[src/rtl/commit_trace_fifo.sv]
// Commit trace FIFO: one record per retired instruction, drained over valid/ready.
// Ports: commit_* retire side in, trace_* sink side out, level and drop_count status.
module commit_trace_fifo #(
  parameter int XLEN          = 32,
  parameter int NREGS         = 16,
  parameter int DEPTH         = 8,
  parameter int SEQW          = 16,
  parameter int CNTW          = 16,
  parameter bit STALL_ON_FULL = 1'b1,
  localparam int AW           = $clog2(NREGS),
  localparam int LW           = $clog2(DEPTH) + 1
) (
  input  logic            clk,
  input  logic            rst,
  input  logic            commit_valid,
  output logic            commit_ready,
  input  logic [XLEN-1:0] commit_pc,
  input  logic [31:0]     commit_instr,
  input  logic            rd_we,
  input  logic [AW-1:0]   rd_addr,
  input  logic [XLEN-1:0] rd_data,
  output logic            trace_valid,
  input  logic            trace_ready,
  output logic [SEQW-1:0] trace_seq,
  output logic [XLEN-1:0] trace_pc,
  output logic [31:0]     trace_instr,
  output logic            trace_rd_we,
  output logic [AW-1:0]   trace_rd_addr,
  output logic [XLEN-1:0] trace_rd_data,
  output logic [LW-1:0]   level,
  output logic [CNTW-1:0] drop_count
);

  localparam int PW = LW - 1;

  typedef struct packed {
    logic [SEQW-1:0] seq;
    logic [XLEN-1:0] pc;
    logic [31:0]     instr;
    logic            we;
    logic [AW-1:0]   addr;
    logic [XLEN-1:0] data;
  } rec_t;

  rec_t            mem_q [DEPTH];
  rec_t            rec_w;
  rec_t            head_w;

  logic [PW:0]     wr_ptr_q, wr_ptr_d;
  logic [PW:0]     rd_ptr_q, rd_ptr_d;
  logic [SEQW-1:0] seq_q, seq_d;
  logic [CNTW-1:0] drop_q, drop_d;

  logic [LW-1:0]   level_w;
  logic            full_w;
  logic            empty_w;
  logic            push_w;
  logic            pop_w;
  logic            wr_en_w;
  logic            drop_w;

  // Extra wrap bit makes the pointer difference the exact occupancy.
  assign level_w = wr_ptr_q - rd_ptr_q;
  assign full_w  = (level_w == LW'(DEPTH));
  assign empty_w = (level_w == '0);

  // Stall mode looks only at stored occupancy, never at trace_ready.
  assign commit_ready = !rst && (STALL_ON_FULL ? !full_w : 1'b1);

  assign push_w  = commit_valid && commit_ready;
  assign pop_w   = !empty_w && trace_ready;
  assign wr_en_w = push_w && (!full_w || pop_w);
  assign drop_w  = push_w && full_w && !pop_w;

  always_comb begin
    rec_w       = '0;
    rec_w.seq   = seq_q;
    rec_w.pc    = commit_pc;
    rec_w.instr = commit_instr;
    // x0 writes are architecturally invisible; never report them.
    rec_w.we    = rd_we && (rd_addr != '0);
    rec_w.addr  = rd_addr;
    rec_w.data  = rd_data;
  end

  always_comb begin
    wr_ptr_d = wr_ptr_q;
    rd_ptr_d = rd_ptr_q;
    seq_d    = seq_q;
    drop_d   = drop_q;
    if (wr_en_w) wr_ptr_d = wr_ptr_q + 1'b1;
    if (pop_w)   rd_ptr_d = rd_ptr_q + 1'b1;
    // Dropped commits still consume a number, leaving a visible gap.
    if (push_w)  seq_d    = seq_q + SEQW'(1);
    if (drop_w && (drop_q != '1)) drop_d = drop_q + CNTW'(1);
  end

  always_ff @(posedge clk) begin
    if (rst) begin
      wr_ptr_q <= '0;
      rd_ptr_q <= '0;
      seq_q    <= '0;
      drop_q   <= '0;
    end else begin
      wr_ptr_q <= wr_ptr_d;
      rd_ptr_q <= rd_ptr_d;
      seq_q    <= seq_d;
      drop_q   <= drop_d;
    end
  end

  always_ff @(posedge clk) begin
    if (wr_en_w && !rst) mem_q[wr_ptr_q[PW-1:0]] <= rec_w;
  end

  assign head_w        = mem_q[rd_ptr_q[PW-1:0]];
  assign trace_valid   = !empty_w;
  assign trace_seq     = head_w.seq;
  assign trace_pc      = head_w.pc;
  assign trace_instr   = head_w.instr;
  assign trace_rd_we   = head_w.we;
  assign trace_rd_addr = head_w.addr;
  assign trace_rd_data = head_w.data;
  assign level         = level_w;
  assign drop_count    = drop_q;

endmodule

[config.mk]
export PLATFORM = sky130hd
export DESIGN_NAME = commit_trace_fifo
export DESIGN_NICKNAME = d
export VERILOG_FILES = /design/src/rtl/commit_trace_fifo.sv
export SDC_FILE = /design/constraint.sdc
export NUM_CORES = 1
export LEC_CHECK = 0
export CAP_MARGIN = 20
export CORE_UTILIZATION = 60
export CTS_CLUSTER_SIZE = 10
export DETAILED_ROUTE_END_ITERATION = 8
export GPL_TIMING_DRIVEN = 0
export PLACE_DENSITY = 0.85
export RECOVER_POWER = 25
export SYNTH_ARGS = -nofsm -noshare
export SYNTH_HDL_FRONTEND = slang
export SYNTH_SLANG_ARGS = --single-unit
export TNS_END_PERCENT = 10
[constraint.sdc]
create_clock -name clk -period 46.1 [get_ports clk]
set_input_delay 6.915 -clock clk [delete_from_list [all_inputs] [get_ports clk]]
set_output_delay 6.915 -clock clk [all_outputs]
set_load 0.005 [all_outputs]
==> results of run 1 <==
[critical path, delay by kind of cell]
family | cells | cell delay, ps
buffers and inverters | 3 | 1190
AND/OR/NAND/NOR | 1 | 120
[final cells by class]
class	instances	area, sq um	area share, %
flip-flops and latches	979	29000	65.0
multi-input cells	495	7660	17.2
repair buffers	337	3600	8.08
clock buffers	136	2900	6.51
well taps	782	978	2.19
plain buffers	76	345	0.774
clock inverters	4	56.3	0.126
inverters	12	50.0	0.112
diodes	11	27.5	0.0617
[how the worst min path moves through the flow]
stage | endpoint | slack (ps) | cells past startpoint
after floorplan | drop_count[0]$_SDFFE_PP0P_ | 460 | 1
after global placement | drop_count[1]$_SDFFE_PP0P_ | 450 | 1
after detailed placement | drop_count[15]$_SDFFE_PP0P_ | 450 | 1
after CTS | drop_count[11]$_SDFFE_PP0P_ | 470 | 1
after global routing | drop_count[3]$_SDFFE_PP0P_ | 470 | 1
final | drop_count[6]$_SDFFE_PP0P_ | 470 | 1
[state kept, by name, indices dropped and copies added, names as in the netlist, named ones only]
signal	count
rd_ptr_q	4
drop_count	16
wr_ptr_q	4
seq_q	16
mem_q	936
[power by group]
part | total [mW] | internal, mW | switching [mW]
registers | 1.02 | 1.01 | 0.0123
clock network | 0.752 | 0.433 | 0.318
logic | 0.510 | 0.277 | 0.233
[kinds of logic after synthesis]
| logic type | share of synthesized area (%) |
|---|---|
| DFF | 78.4 |
| buffers and inverters | 1.06 |
| muxes | 18.0 |
| xor gates and xnor gates | 0.206 |
| AOI/OAI and AO/OA | 0.738 |
| adders and majority gates | 0.257 |
| and+or+nand+nor | 1.37 |
[per-stage QoR]
| step | cells | instance area (sq um) | setup slack [ps] | hold WS [ps] | utilization (%) |
|---|---|---|---|---|---|
| after detailed placement | 2680 | 41600 | 30950 | 455 | 68.7 |
| after CTS | 2820 | 44600 | 30940 | 468 | 73.5 |
| after global routing | 2830 | 44600 | 30850 | 475 | 73.6 |
| after global placement | 2586 | 40400 | 15690 | 453 | 66.6 |
| after floorplan | 1562 | 37000 | 26640 | 462 | - |
| final | 2832 | 44600 | 30950 | 466 | 73.6 |
[cell usage in the layout, fill, tap and decap left out, types with 7 or more instances in the layout]
| cell | instances |
|---|---|
| clkdlybuf4s50_1 | 188 |
| dlygate4sd3_1 | 54 |
| inv_1 | 11 |
| mux2i_1 | 7 |
| dfxtp_1 | 43 |
| buf_6 | 66 |
| buf_2 | 29 |
| mux4_2 | 234 |
| nor2b_1 | 16 |
| nand3_1 | 9 |
| edfxtp_1 | 936 |
| diode_2 | 11 |
| nand2_1 | 19 |
| mux2_2 | 117 |
| clkbuf_1 | 64 |
| nor2_1 | 9 |
| clkbuf_16 | 112 |
| buf_8 | 27 |
| a21oi_1 | 12 |
[per-layer routing]
metal | wire length [um] | vias to the layer above | part of all wire [%] | track usage (%)
met3 | 7210 | 191 | 8.4 | 5.16
met1 | 31900 | 9641 | 37 | 37.2
met4 | 2880 | 12 | 3.4 | 11.0
met5 | 73 | - | 0.085 | 0
met2 | 43700 | 1097 | 51 | 46.0
li1 | - | 7488 | - | -
==> results.yml, run 1 <==
run_status:
  status: "finished, final reports clean"
clock_tree:
  cts_buffers: 108
  cts_root_buf: "clkbuf_16"
  cts-resized-gates: 0
  cts_max_level: 3
  insertion_delay_ps: 670
  cts_setup_buffers: 0
  clock_sinks: 979
  cts_tree: "built"
  cts_buffer_depth: 3
  postCtsHoldBufs: 0
  clk_pin_slew_ps: 50
yosys:
  syn_nets: 1674
  synthArstFlopShare_pct: 0
  ys_warn_count: 0
  synth-seq-area-share_pct: 78.4
  synth_commonest_cells: "edfxtp_1, mux4_2, mux2_2"
  ys.flop_type: "edfxtp_1"
  yosysTopAreaCell: "edfxtp_1"
  synth_cell_type_count: 51
  synth_edf_count: 936
  synth_most_common_cell: "edfxtp_1"
  syn_area_sq_um: 37000
  ys_seq_elements: 979
  synth_top_area_share_pct: 76.0
  synthCells: 1562
  netlist_top_cells_area: "edfxtp_1, mux4_2, mux2_2"
  post_synth.cell_area_avg_sq_um: 23.7
global_routing:
  grt_max_degree: 74
  grt.overflow.total: 0
  grt_pass1_wl_um: 126000
  grt_use_total_pct: 27.8
  antenna_found_initial: 18
  grt_pass1_vias: 19510
worst_setup_path:
  crit_path_end: "commit_ready"
  crit_chain: "clkbuf_1, clkbuf_1, nor2_1, clkdlybuf4s50_1"
  reg2reg_setup_slack_ps: 41450
  worstSetupPathType: "in -> out"
  slowest_stage: "clkdlybuf4s50_1"
  cp-start-kind: "primary input"
  cp_max_fo: 10
  crit_start: "rst"
  max_stage_delay_ps: 470
  reg2reg_depth: 17
  cpMostUsedCell: "clkbuf_1"
  worstReg2RegStart: "wr_ptr_q[0]$_SDFFE_PP0P_"
  critical_path_required_ps: 39190
  r2r_end: "mem_q[6][65]$_DFFE_PP_"
  arrival_ps: 8240
  worst_setup_path_end_kind: "output pin"
floorplanning:
  ios: 244
  rows: 90
  die_h_um: 250
  initial_core_util_pct: 61.0
  fp.dieArea_sq_um: 62600
  core_sq_um: 60600
  die_w_um: 250
timing:
  drv_slew: 0
  finalSetupViolCount: 0
  fin_crit_sh_pct: 32.9
  min_period_ps: 15150
  worst_slew_pin_slew_ps: 1120
  max_slew_margin_pct: 25.4
  skew_ps: 20.0
  clock.fmax_ghz: 0.0660
  tns_ps: 0
  hold_viol: 0
  rsz0062_at_grt: "no"
cells_and_area:
  syn2layout_area_growth_pct: 20.6
  nNetsFinal: 2121
  num-fill-cells: 3172
  drive_above_1_share_pct: 30.1
detailed_routing:
  drcViolationCount: 0
  first_iter_violations: 2413
  vias: 18429
  routedWlPerCell_um: 30.3
  drt-total-wl_um: 85800
  viasPerCell: 6.51
  firstDrtPassIters: 6
  antenna_left: 0
power_and_ir_drop:
  vdd_ir_drop_max_v: 0.0000432
  leakage_nw: 14.0
  powerDensity_nw_per_um2: 51.3
  power_mw: 2.29
min_path:
  hp-start: "drop_count[6]$_SDFFE_PP0P_"
  hp-class: "reg -> reg"
place:
  dp_hpwl_um: 52500
  gp_congestion: 0.765
  port_buffers: 242
flow_run:
  maxCapViolCount: 0
Note: power is estimated with default switching activity, not from simulation.
==> inputs of run 2 (changes only) <==
Settings changed: CORE_UTILIZATION 60 to 59, PLACE_DENSITY 0.85 to 0.84.
Clock period 46.1 ns to 14.4 ns, I/O delays scaled along.
==> results.yml, run 2 (same netlist as run 1, synthesis figures left out) <==
cells_and_area:
  fin_cells: 2879
  final_common_cell: "edfxtp_1"
  nNetsFinal: 2118
  syn2layout_area_growth_pct: 20.5
  drive_above_1_share_pct: 30.0
  final_area_sq_um: 44600
  layout_common_cells: "edfxtp_1, mux4_2, clkdlybuf4s50_1"
  post-route-util_pct: 72.1
  largest_register_ffs: 936
  num-fill-cells: 3410
run_status:
  status: "finished, final reports clean"
clock_tree:
  insertion_delay_ps: 640
  clock_sinks: 979
  postCtsHoldBufs: 0
  cts_buffer_depth: 3
  cts_buffers: 108
  cts_tree: "built"
  cts_setup_buffers: 0
  cts_max_level: 3
  cts-resized-gates: 0
  cts_root_buf: "clkbuf_16"
  clk_pin_slew_ps: 50
global_routing:
  grt_pass1_wl_um: 121000
  grt_use_total_pct: 26.4
  antenna_found_initial: 13
  grt.overflow.total: 0
  grt_pass1_vias: 19244
  grt_max_degree: 69
worst_setup_path:
  worstSetupPathType: "reg -> out"
  worstReg2RegStart: "wr_ptr_q[0]$_SDFFE_PP0P_"
  cp_top_family: "buffers and inverters"
  crit_chain: "buf_2, clkbuf_1, clkbuf_1, mux4_2, mux2_2, clkdlybuf4s50_1"
  cpMostUsedCell: "clkbuf_1"
  cp-start-kind: "register"
  cp_max_fo: 10
  critical_path_required_ps: 12240
  worst_setup_path_end_kind: "output pin"
  slowest_stage: "clkbuf_1"
  max_stage_delay_ps: 890
  critical_path_buf_inv_count: 4
  arrival_ps: 4160
detailed_routing:
  antenna_left: 0
  vias: 18050
  drt-total-wl_um: 81800
  drcViolationCount: 0
  first_iter_violations: 1762
  viasPerCell: 6.27
  routedWlPerCell_um: 28.4
  firstDrtPassIters: 7
timing:
  hold_viol: 0
  fin_crit_sh_pct: 43.9
  rsz0062_at_grt: "no"
  max_slew_margin_pct: 23.7
  skew_ps: 14.7
  worst_slew_pin_slew_ps: 1140
  clock.fmax_ghz: 0.158
  drv_slew: 0
  min_period_ps: 6320
  holdWs_ps: 468
  finalSetupViolCount: 0
floorplanning:
  core_sq_um: 61800
  fp.dieArea_sq_um: 63700
  die_w_um: 252
  ios: 244
  initial_core_util_pct: 59.8
  die_h_um: 252
  rows: 91
power_and_ir_drop:
  p_seq_share_pct: 45.2
  pwr-share-clk_pct: 32.7
  powerDensity_nw_per_um2: 163
  swShare_pct: 24.3
  power_mw: 7.25
  power.switching_mw: 1.76
  leakage_nw: 14.0
  p_int_mw: 5.49
  combinationalPowerShare_pct: 22.2
  vdd_ir_drop_max_v: 0.000118
place:
  dp_hpwl_um: 50800
  place_area_sq_um: 41600
  place_inst: 2732
  gp_congestion: 0.776
  port_buffers: 242
min_path:
  hp-class: "reg -> reg"
  hp-start: "drop_count[9]$_SDFFE_PP0P_"
flow_run:
  maxCapViolCount: 0
[run 2: cell type report]
| cell class | count | area, sq um | share of cell area [%] |
|---|---|---|---|
| inverter | 12 | 50.0 | 0.112 |
| buffer | 76 | 345 | 0.775 |
| antenna | 6 | 15.0 | 0.0337 |
| multi-input combinational | 495 | 7660 | 17.2 |
| sequential | 979 | 29000 | 65.0 |
| tap | 837 | 1050 | 2.35 |
| clock buffer | 134 | 2850 | 6.40 |
| timing repair buffer | 334 | 3560 | 7.98 |
| clock inverter | 6 | 62.6 | 0.140 |
[run 2: final timing paths]
path	slack [ps]	end	cells past startpoint
worst max-delay path	8080	trace_pc[9]	6
worst min-delay path	470	drop_count[9]$_SDFFE_PP0P_	1
worst max register to register	9950	mem_q[6][25]$_DFFE_PP_	18
worst min register to register	470	drop_count[9]$_SDFFE_PP0P_	1
[run 2: power by group through the flow]
stage | combinational, mW | sequential, mW | clock, mW
floorplan | 0.894 | 3.34 | 0
finish | 1.61 | 3.28 | 2.37
detailed placement | 1.61 | 3.33 | 0
CTS | 1.63 | 3.28 | 2.40
global placement | 1.53 | 3.37 | 0
global route | 1.71 | 3.28 | 2.50
[run 2: metal layers]
metal  track usage [%]  share of wire [%]
met5                 0              0.070
met2              43.6                 51
met4              9.04                2.6
met1              35.4                 38
met3              5.40                8.4
[run 2: through the flow]
stage          worst slack, ps  setup TNS [ps]
2_1_floorplan             2340               0
3_3_place_gp             -6520        -3382870
3_5_place_dp              8730               0
4_1_cts                   7980               0
5_1_grt                   7920               0
6_report                  8080               0
